**src/rtl/led_pkg.sv**
```systemverilog
`default_nettype none
// ============================================================================
// Module : led_pkg
// Brief  : Shared mode encodings, initial patterns and 27 MHz timing defaults
// Rev    : 1.0 - initial release
// ============================================================================
package led_pkg;

  localparam int NUM_LEDS           = 6;
  localparam int DEFAULT_STEP_DIV   = 6_750_000;
  localparam int DEFAULT_DEB_CYCLES = 270_000;

  typedef enum logic [1:0] {
    MODE_SHIFT  = 2'd0,
    MODE_BOUNCE = 2'd1,
    MODE_FILL   = 2'd2,
    MODE_BLINK  = 2'd3
  } mode_e;

  typedef logic [NUM_LEDS-1:0] pattern_t;

  localparam pattern_t INIT_SHIFT  = 6'b000001;
  localparam pattern_t INIT_BOUNCE = 6'b000001;
  localparam pattern_t INIT_FILL   = 6'b000000;
  localparam pattern_t INIT_BLINK  = 6'b000000;

  function automatic pattern_t init_pattern(input mode_e m);
    pattern_t p;
    p = INIT_SHIFT;
    case (m)
      MODE_SHIFT:  p = INIT_SHIFT;
      MODE_BOUNCE: p = INIT_BOUNCE;
      MODE_FILL:   p = INIT_FILL;
      MODE_BLINK:  p = INIT_BLINK;
      default:     p = INIT_SHIFT;
    endcase
    return p;
  endfunction

endpackage
`default_nettype wire

```
**src/rtl/led_mode_sequencer_btn_debounce.sv**
```systemverilog
`default_nettype none
// ============================================================================
// Module : btn_debounce
// Brief  : Synchronize an active-low button, debounce it, pulse on accepted press
// Rev    : 1.0 - initial release
// ============================================================================
module btn_debounce
  import led_pkg::*;
#(
  parameter int DEB_CYCLES = DEFAULT_DEB_CYCLES
) (
  input  logic sys_clk,
  input  logic sys_rst_n,
  input  logic btn_n,
  output logic press
);

  localparam int CNT_W = (DEB_CYCLES > 1) ? $clog2(DEB_CYCLES) : 1;
  localparam logic [CNT_W-1:0] c_cnt_last = CNT_W'(DEB_CYCLES - 1);

  logic             r_sync1;
  logic             r_sync2;
  logic             r_level;
  logic             r_press;
  logic [CNT_W-1:0] r_cnt;

  // Counter only tracks an unbroken run of disagreement with the accepted level.
  always_ff @(posedge sys_clk or negedge sys_rst_n) begin
    if (!sys_rst_n) begin
      r_sync1 <= 1'b1;
      r_sync2 <= 1'b1;
      r_level <= 1'b1;
      r_press <= 1'b0;
      r_cnt   <= '0;
    end else begin
      r_sync1 <= btn_n;
      r_sync2 <= r_sync1;
      r_press <= 1'b0;
      if (r_sync2 == r_level) begin
        r_cnt <= '0;
      end else if (r_cnt == c_cnt_last) begin
        r_level <= r_sync2;
        r_cnt   <= '0;
        r_press <= ~r_sync2;
      end else begin
        r_cnt <= r_cnt + 1'b1;
      end
    end
  end

  assign press = r_press;

endmodule
`default_nettype wire

```
**src/rtl/led_mode_sequencer.sv**
```systemverilog
`default_nettype none
// ============================================================================
// Module : led_mode_sequencer
// Brief  : Four-mode 6-LED pattern sequencer with mode and pause buttons
// Rev    : 1.0 - initial release
// ============================================================================
module led_mode_sequencer
  import led_pkg::*;
#(
  parameter int STEP_DIV   = DEFAULT_STEP_DIV,
  parameter int DEB_CYCLES = DEFAULT_DEB_CYCLES
) (
  input  logic                sys_clk,
  input  logic                sys_rst_n,
  input  logic                btn_mode_n,
  input  logic                btn_pause_n,
  output logic [NUM_LEDS-1:0] led,
  output logic [1:0]          mode,
  output logic                paused,
  output logic                step_tick
);

  localparam int PRESC_W = $clog2(STEP_DIV);
  localparam logic [PRESC_W-1:0] c_presc_last = PRESC_W'(STEP_DIV - 1);

  logic               w_mode_press;
  logic               w_pause_press;
  mode_e              w_mode_next;
  pattern_t           w_lit_step;
  pattern_t           w_lit_next;
  logic               w_dir_step;
  logic               w_dir_next;

  mode_e              r_mode;
  pattern_t           r_lit;
  pattern_t           r_led;
  logic               r_dir_up;
  logic               r_paused;
  logic               r_tick;
  logic [PRESC_W-1:0] r_presc;

  btn_debounce #(.DEB_CYCLES(DEB_CYCLES)) u_deb_mode (
    .sys_clk   (sys_clk),
    .sys_rst_n (sys_rst_n),
    .btn_n     (btn_mode_n),
    .press     (w_mode_press)
  );

  btn_debounce #(.DEB_CYCLES(DEB_CYCLES)) u_deb_pause (
    .sys_clk   (sys_clk),
    .sys_rst_n (sys_rst_n),
    .btn_n     (btn_pause_n),
    .press     (w_pause_press)
  );

  assign w_mode_next = mode_e'(2'(r_mode + 2'd1));

  always_comb begin
    w_lit_step = r_lit;
    w_dir_step = r_dir_up;
    case (r_mode)
      MODE_SHIFT:  w_lit_step = {r_lit[NUM_LEDS-2:0], r_lit[NUM_LEDS-1]};
      MODE_BOUNCE: begin
        if (r_dir_up) begin
          if (r_lit[NUM_LEDS-1]) begin
            w_dir_step = 1'b0;
            w_lit_step = r_lit >> 1;
          end else begin
            w_lit_step = r_lit << 1;
          end
        end else begin
          if (r_lit[0]) begin
            w_dir_step = 1'b1;
            w_lit_step = r_lit << 1;
          end else begin
            w_lit_step = r_lit >> 1;
          end
        end
      end
      MODE_FILL:   w_lit_step = (&r_lit) ? '0 : {r_lit[NUM_LEDS-2:0], 1'b1};
      MODE_BLINK:  w_lit_step = ~r_lit;
      default:     w_lit_step = r_lit;
    endcase
  end

  // A mode press reloads the pattern and discards any coincident step.
  always_comb begin
    w_lit_next = r_lit;
    w_dir_next = r_dir_up;
    if (w_mode_press) begin
      w_lit_next = init_pattern(w_mode_next);
      w_dir_next = 1'b1;
    end else if (r_tick) begin
      w_lit_next = w_lit_step;
      w_dir_next = w_dir_step;
    end
  end

  always_ff @(posedge sys_clk or negedge sys_rst_n) begin
    if (!sys_rst_n) begin
      r_mode   <= MODE_SHIFT;
      r_lit    <= INIT_SHIFT;
      r_led    <= ~INIT_SHIFT;
      r_dir_up <= 1'b1;
      r_paused <= 1'b0;
      r_tick   <= 1'b0;
      r_presc  <= '0;
    end else begin
      r_lit    <= w_lit_next;
      r_led    <= ~w_lit_next;
      r_dir_up <= w_dir_next;
      r_paused <= r_paused ^ w_pause_press;
      if (w_mode_press) begin
        r_mode  <= w_mode_next;
        r_presc <= '0;
        r_tick  <= 1'b0;
      end else if (r_paused) begin
        r_tick  <= 1'b0;
      end else begin
        r_tick  <= (r_presc == c_presc_last);
        r_presc <= (r_presc == c_presc_last) ? '0 : r_presc + 1'b1;
      end
    end
  end

  assign led       = r_led;
  assign mode      = r_mode;
  assign paused    = r_paused;
  assign step_tick = r_tick;

endmodule
`default_nettype wire

```
**config.mk**
```make
export PLATFORM = sky130hd
export DESIGN_NAME = led_mode_sequencer
export DESIGN_NICKNAME = d
export VERILOG_FILES = /design/src/rtl/led_pkg.sv /design/src/rtl/led_mode_sequencer_btn_debounce.sv /design/src/rtl/led_mode_sequencer.sv
export SDC_FILE = /design/constraint.sdc
export NUM_CORES = 1
export LEC_CHECK = 0
export ABC_AREA = 1
export CAP_MARGIN = 0
export CORE_ASPECT_RATIO = 1.1
export CORE_MARGIN = 3
export CORE_UTILIZATION = 41
export DETAILED_ROUTE_END_ITERATION = 6
export MAX_ROUTING_LAYER = met4
export PLACE_DENSITY = 0.65
export SLEW_MARGIN = 20
export SYNTH_ARGS = -nofsm -noshare
export SYNTH_HDL_FRONTEND = slang
export SYNTH_SLANG_ARGS = --single-unit
```
**constraint.sdc**
```tcl
create_clock -name sys_clk -period 1.7 [get_ports sys_clk]
set_input_delay 0.17 -clock sys_clk [delete_from_list [all_inputs] [get_ports sys_clk]]
set_output_delay 0.17 -clock sys_clk [all_outputs]
set_load 0.03 [all_outputs]
```
==> impl_results.md, run 1 <==
- Ports: 14
- Initial antenna violation count: 0
- Vias: between 4000 and 5000
- Crit path largest cell delay: 0.70 ns
- IO buf count: 13
- Number of DRC markers in iteration 0: between 200 and 300
- Yosys cell types: 34
- CTS root buf: clkbuf_16
- Total power: 0.00433 W
- Vias in the first global route: 4081
- Largest net degree at the start of global routing: 43
- Antenna-violating nets left: 0
- Syn Area/Cell: 7.36 sq um
- Worst Clk Skew: 0.00751 ns
- Share of post-route cells with drive strength above 1: 0.110
- Net Sw Frac: 0.209
- Comb pwr share: 0.025
- Worst R2R Start: u_deb_mode.r_cnt[0]
- Final WS setup: 0.0635 ns
- Clock sinks: 86
- Fmax: 611 MHz
- EDFF count, synth: 0
- Final setup fails: 0
- Net Sw Power: ~0.0009 W
- Yosys warns: 0
- Required time of the worst setup path: 1.53 ns
- Post-route DRC violation count: 0
- Post-Layout Cell Count: 851
- Slew HR: 0.735
- Max-Cap Viols: 0
- Total iterations of the first detailed-routing run: 6
- Setup bufs post-CTS: 0
- Vias per inst: between 5 and 6
- H-tree depth: 3
- Layout Utilization: 0.489
- Die Area: roughly 13000 sq um
- Setup repair after global routing missed its margin: true
- Worst-margin pin slew: 0.394 ns
- Per-cell routed wire length: 12.5 microns
- Synth Cell Area: 4890 sq um
- First-pass GRT wire length: around 18 mm
- CP top delay family: buffers and inverters
- Primary FF master, synth: dfrtp_1
- Rows: 41
- Critical Path End Type: output port
- Hold_sp: btn_pause_n
- Critical-path maximum fanout: 5
- Crit Path Class: reg -> out
- CTS tree: yes
- Gpl congestion: 0.923
- Synth Net Count: 675
- WP buf/inv: 1
- Slew Viols, Final: 0
- HPWL Detailed: around 7.9 mm
- Asr flop ratio synth: 1.00
- P_int: around 0.0034 W
- Die height: 121 microns
- Worst Setup SP: step_tick
- Max rail drop VDD: 0.461 mV
- Synth Instances: around 660
- Status: completed
- Area delta synth->final: 15.4%
- Seq pwr share: 0.481
- Design Area, Final: 5640 sq um
- Critical-path cell list: clkdlybuf4s50_1
- Gr usage total: 0.176
- Core area: 11500 sq um
- Final number of hold-violating endpoints: 0
- Slowest CP cell: clkdlybuf4s50_1
- Leakage dissipation: 2.54 nW
- Clk buf depth: 2
- FF+latch count, synth: 86
- Routed WL: roughly 11 mm
- Final min period: 1.64 ns
- Die X: 110 microns
- Antenna cells: 0
- Placed Cells: 834
- P per Cell Area: between 700 and 800 nW/um^2
- Initial Util: 0.424
- Grt total ovfl: 0
- Worst-skew pair later-pin latency: 0.34 ns
- Hold Path Class: in -> reg
- Clock share of power: 0.494
- Period utilization: 0.963
- Sequential fraction of the synthesis area: 0.444
- Register-to-register setup slack: 0.15 ns
- Placed cell area: between 5000 and 6000 sq um
- Crit start category: flip-flop
- Critical Path AT: roughly 1.5 ns
- Setup WS pre-CTS: 0.0359 ns
- CTS Buf Count: 9
- Clk slew on worst S/H paths: roughly 0.060 ns
- Final Net Count: slightly above 700
-- final timing paths --
kind | cells past startpoint | endpoint
min reg2reg | 0 | u_deb_pause.r_sync2
max reg2reg | 7 | u_deb_mode.r_cnt[18]
min | 1 | u_deb_pause.r_sync1
max | 1 | step_tick
min in group asynchronous | 2 | r_lit[3]
max in group asynchronous | 3 | led[5]
-- cells in the mapped netlist (2+ instances only) --
library cell,n,area [sq um]
buf_2,2,10.0
nand3_2,2,20.0
xor2_1,26,228
xnor2_1,2,17.5
ha_1,7,87.6
inv_1,93,349
nand3_1,48,240
nor2_1,110,413
nor3_2,3,30.0
dfstp_2,13,342
nor3b_1,3,22.5
nand2_1,168,631
inv_2,5,18.8
a21oi_1,18,90.1
nand4_1,23,144
nor4_1,2,12.5
o21ai_0,16,80.1
nand2_2,5,31.3
nor3_1,19,95.1
nand2_4,2,22.5
clkbuf_1,2,7.51
nor2_4,3,33.8
nor2_2,9,56.3
dfrtp_1,73,1830
-- sequential cells by signal, indices dropped and copies added, names as in the netlist --
register,flops
u_deb_pause.r_sync1,1
r_lit,6
u_deb_pause.r_level,1
mode,2
paused,1
r_presc,23
r_dir_up,1
u_deb_mode.r_sync2,1
u_deb_pause.press,1
u_deb_mode.press,1
led,6
step_tick,1
u_deb_pause.r_cnt,19
u_deb_mode.r_level,1
u_deb_pause.r_sync2,1
u_deb_mode.r_cnt,19
u_deb_mode.r_sync1,1
-- metrics by stage --
step | hold slack (ns) | TNS [ns]
2_1_floorplan | -0.126 | 0
3_3_place_gp | 0.118 | 0
6_report | 0.235 | 0
4_1_cts | 0.226 | 0
5_1_grt | 0.221 | -0.0175
3_5_place_dp | 0.122 | 0
-- cell type report --
cell class / count / area, sq um
repair buffers: 26 / 251
clock inverters: 6 / 85.1
multi-input cells: 473 / 2330
fillers: 1106 / 5900
flip-flops and latches: 86 / 2170
well taps: 150 / 188
inverters: 100 / 380
clock buffers: 10 / 239
-- what timing repair did --
item | in CTS | in global routing
setup endpoints to repair | 1 | 32
endpoints found under the hold margin | 22 | 0
hold buffers | 1 | 0
gates resized for setup | 1 | 10
-- kinds of logic (layout without fill, tap and decap cells) --
family                     after synthesis  count (layout)  synth area share
and+or+nand+nor                        400             400             0.364
buffers and inverters                  105             142            0.0829
DFF                                     86              86             0.444
AOI/OAI and AO/OA                       38              38            0.0410
xor gates and xnor gates                28              28            0.0502
adders and majority gates                7               7            0.0179
-- metal layers --
layer / wire length (microns) / GRT usage / part of all wire / vias up
met5: 0 / - / 0 / -
met2: 5140 / 0.281 / 0.48 / 99
met1: 4780 / 0.218 / 0.45 / 2015
li1: - / - / - / 2146
met3: 491 / 0.0363 / 0.046 / 22
met4: 266 / 0.0693 / 0.025 / 0
-- power groups by stage --
stage / clock [W] / sequential (W) / combinational (W)
2_1_floorplan: 0 / 0.00212 / 0.0000367
3_3_place_gp: 0 / 0.00212 / 0.000110
3_5_place_dp: 0 / 0.00212 / 0.000114
4_1_cts: 0.00219 / 0.00208 / 0.000115
5_1_grt: 0.00229 / 0.00208 / 0.000131
6_report: 0.00214 / 0.00208 / 0.000110
-- placed cells by master, fill, tap and decap left out, drive strengths merged --
cell type,Yosys,final
dlygate4sd2,0,1
nor4,2,2
nand3,50,50
dlygate4sd3,0,1
o31ai,1,1
xor2,26,26
bufinv,0,2
ha,7,7
clkdlybuf4s50,0,6
dfrtp,73,73
inv,98,98
nor3,23,23
nor2,122,122
o211ai,1,1
and2,1,1
nand3b,1,1
o21ai,16,16
dlymetal6s2s,0,5
nand2,175,175
clkinvlp,0,2
o21bai,1,1
a21oi,18,18
xnor2,2,2
dfstp,13,13
nor3b,3,3
nand4,23,23
buf,3,13
a21boi,1,1
clkinv,2,4
clkbuf,2,10
Note: power is estimated with default switching activity, not from simulation.
==> inputs of run 2 (changes only) <==
--- a/config.mk
+++ b/config.mk
@@ -11,8 +11,9 @@
 export CORE_MARGIN = 3
 export CORE_UTILIZATION = 41
 export DETAILED_ROUTE_END_ITERATION = 6
+export DONT_BUFFER_PORTS = 1
 export MAX_ROUTING_LAYER = met4
-export PLACE_DENSITY = 0.65
+export PLACE_DENSITY = 0.63
 export SLEW_MARGIN = 20
 export SYNTH_ARGS = -nofsm -noshare
 export SYNTH_HDL_FRONTEND = slang
==> impl_results.md, run 2 (same netlist as run 1, synthesis figures left out) <==
- Failing checks: negative hold slack
- Grt total ovfl: 0 (unchanged)
- Fillers: 1149 (was 1106)
- Post-route DRC violation count: 0 (unchanged)
- Vias in the first global route: 3944 (was 4081)
- Die Area: 13300 sq um (unchanged)
- CTS tree: yes (unchanged)
- Gr usage total: 0.177 (was 0.176)
- Rows: 41 (unchanged)
- Worst r2r dst: r_presc[16] (was u_deb_mode.r_cnt[18])
- Most frequent cells in the layout: nand2_1, nor2_1, inv_1, dfrtp_1, nand3_1 (unchanged)
- Hold Path Class: in -> async (was in -> reg)
- Flip-flop count of the largest register after layout: 23 (unchanged)
- Fmax: 633 MHz (was 611 MHz)
- Number of DRC markers in iteration 0: 294 (was 264)
- Hold Slack: -0.487 ns (was 0.235 ns)
- Die height: 121 microns (unchanged)
- Antenna cells: 0 (unchanged)
- Setup repair after global routing missed its margin: false (was true)
- Slew HR: 0.776 (was 0.735)
- Most common cell after layout, fill and taps aside: nand2_1 (unchanged)
- Critical-path maximum fanout: 9 (was 5)
- Critical Path AT: 1.81 ns (was 1.47 ns)
- H-tree depth: 3 (unchanged)
- Per-cell routed wire length: 12.3 microns (was 12.5 microns)
- Core area: 11500 sq um (unchanged)
- CTS Buf Count: 9 (unchanged)
- Area delta synth->final: 11.6% (was 15.4%)
- Net Sw Power: 0.000839 W (was 0.000902 W)
- Final min period: 1.58 ns (was 1.64 ns)
- Critical Path End Type: flip-flop (was output port)
- Placed Cells: 820 (was 834)
- Worst Setup SP: r_presc[5] (was step_tick)
- Seq pwr share: 0.508 (was 0.481)
- Register-to-register setup slack: 0.12 ns (was 0.15 ns)
- Setup WS pre-CTS: 0.0679 ns (was 0.0359 ns)
- Vias per inst: 4.99 (was 5.03)
- Worst R2R Start: r_presc[5] (was u_deb_mode.r_cnt[0])
- Total iterations of the first detailed-routing run: 6 (unchanged)
- Largest reg by FF count: r_presc (unchanged)
- Initial antenna violation count: 0 (unchanged)
- P_int: 0.00326 W (was 0.00342 W)
- Clock sinks: 86 (unchanged)
- Ports: 14 (unchanged)
- Clock share of power: 0.478 (was 0.494)
- Crit Path Class: reg -> reg (was reg -> out)
- HPWL Detailed: 7.44 mm (was 7.91 mm)
- Status: complete, but fails checks (was completed)
- First-pass GRT wire length: 18.3 mm (was 18.1 mm)
- Max-Cap Viols: 0 (unchanged)
- Slew Viols, Final: 0 (unchanged)
- Net Sw Frac: 0.205 (was 0.209)
- Worst Clk Skew: 0.00790 ns (was 0.00751 ns)
- Largest net degree at the start of global routing: 87 (was 43)
- Worst r2r path cells: 7 (unchanged)
- Vias: 4175 (was 4282)
- Post-Layout Cell Count: 837 (was 851)
- Share of post-route cells with drive strength above 1: 0.103 (was 0.110)
- Hold buffers post-CTS: 2 (was 1)
- Antenna-violating nets left: 0 (unchanged)
- Crit start category: flip-flop (unchanged)
- Final WS setup: 0.121 ns (was 0.0635 ns)
- P per Cell Area: 751 nW/um^2 (was 767 nW/um^2)
- Leakage dissipation: 2.46 nW (was 2.54 nW)
- Initial Util: 0.424 (unchanged)
- Clk buf depth: 2 (unchanged)
- Worst-skew pair later-pin latency: 0.35 ns (was 0.34 ns)
- Routed WL: 10.3 mm (was 10.7 mm)
- Final number of hold-violating endpoints: 86 (was 0)
- Max rail drop VDD: 0.652 mV (was 0.461 mV)
- CTS root buf: clkbuf_16 (unchanged)
- Comb pwr share: 0.014 (was 0.025)
- Clk slew on worst S/H paths: 0.06 ns (about the same)
- Die X: 110 microns (unchanged)
- Period utilization: 0.929 (was 0.963)
- Setup TNS: 0 ns (unchanged)
- Final Net Count: 694 (was 707)
- Biggest registers after layout: r_presc (23), u_deb_mode.r_cnt (19), u_deb_pause.r_cnt (19) (unchanged)
- Total power: 0.00410 W (was 0.00433 W)
- Required time of the worst setup path: 1.94 ns (was 1.53 ns)
- Gpl congestion: 0.906 (was 0.923)
- Critical Path End: r_presc[16] (was step_tick)
- Worst-margin pin slew: 0.332 ns (was 0.394 ns)
- Final setup fails: 0 (unchanged)
- IO buf count: 0 (was 13)
==> run 2: worst min-delay path by stage <==
| stage | startpoint | end | slack (ns) | depth (start not counted) |
|---|---|---|---|---|
| finish | sys_rst_n | r_lit[2] | -0.49 | 0 |
| floorplan | sys_rst_n | led[0] | -0.13 | 0 |
| global placement | sys_rst_n | r_lit[2] | -0.12 | 0 |
| CTS | sys_rst_n | led[0] | -0.50 | 0 |
| global route | sys_rst_n | r_lit[3] | -0.51 | 0 |
| detailed placement | sys_rst_n | led[0] | -0.12 | 0 |
==> run 2: power groups by stage <==
stage          sequential [W]  combinational, W  clock, W
4_1_cts               0.00208         0.0000594   0.00202
2_1_floorplan         0.00212         0.0000367         0
5_1_grt               0.00208         0.0000699   0.00213
6_report              0.00208         0.0000591   0.00196
3_3_place_gp          0.00212         0.0000546         0
3_5_place_dp          0.00212         0.0000555         0
==> run 2: per-stage QoR <==
| step | area, sq um | util |
|---|---|---|
| 6_report | 5460 | 0.473 |
| 5_1_grt | 5460 | 0.473 |
| 4_1_cts | 5440 | 0.472 |
| 3_5_place_dp | 5130 | 0.445 |
| 3_3_place_gp | 5130 | 0.445 |
| 2_1_floorplan | 4890 | - |
==> run 2: metal layers <==
metal	track usage	wire length, microns	vias up
li1	-	-	2128
met1	0.226	4710	1957
met2	0.274	4970	75
met3	0.0438	385	15
met4	0.0639	197	0
met5	-	0	-
==> run 2: layout make-up <==
cell class                 instances  area (sq um)  share of cell area
multi-input combinational        473          2330               0.427
sequential                        86          2170               0.397
inverter                         100           380              0.0697
clock buffer                      11           243              0.0445
tap                              150           188              0.0344
timing repair buffer              13           103              0.0188
clock inverter                     4          47.5             0.00871
==> run 2: timing repair <==
action | CTS | global route
buffers inserted | 0 | 0
resized for setup | 0 | 3
endpoints found under the hold margin | 88 | 86
setup endpoints to repair | 0 | 21
==> run 2: worst max-delay path: stages (launching register included) <==
cell     delay [ns]
dfrtp_1        0.53
nand2_1        0.15
nor2_1         0.22
nand2_1        0.11
nor2_1         0.17
nand2_1        0.08
xor2_1         0.16
nor2_2         0.04
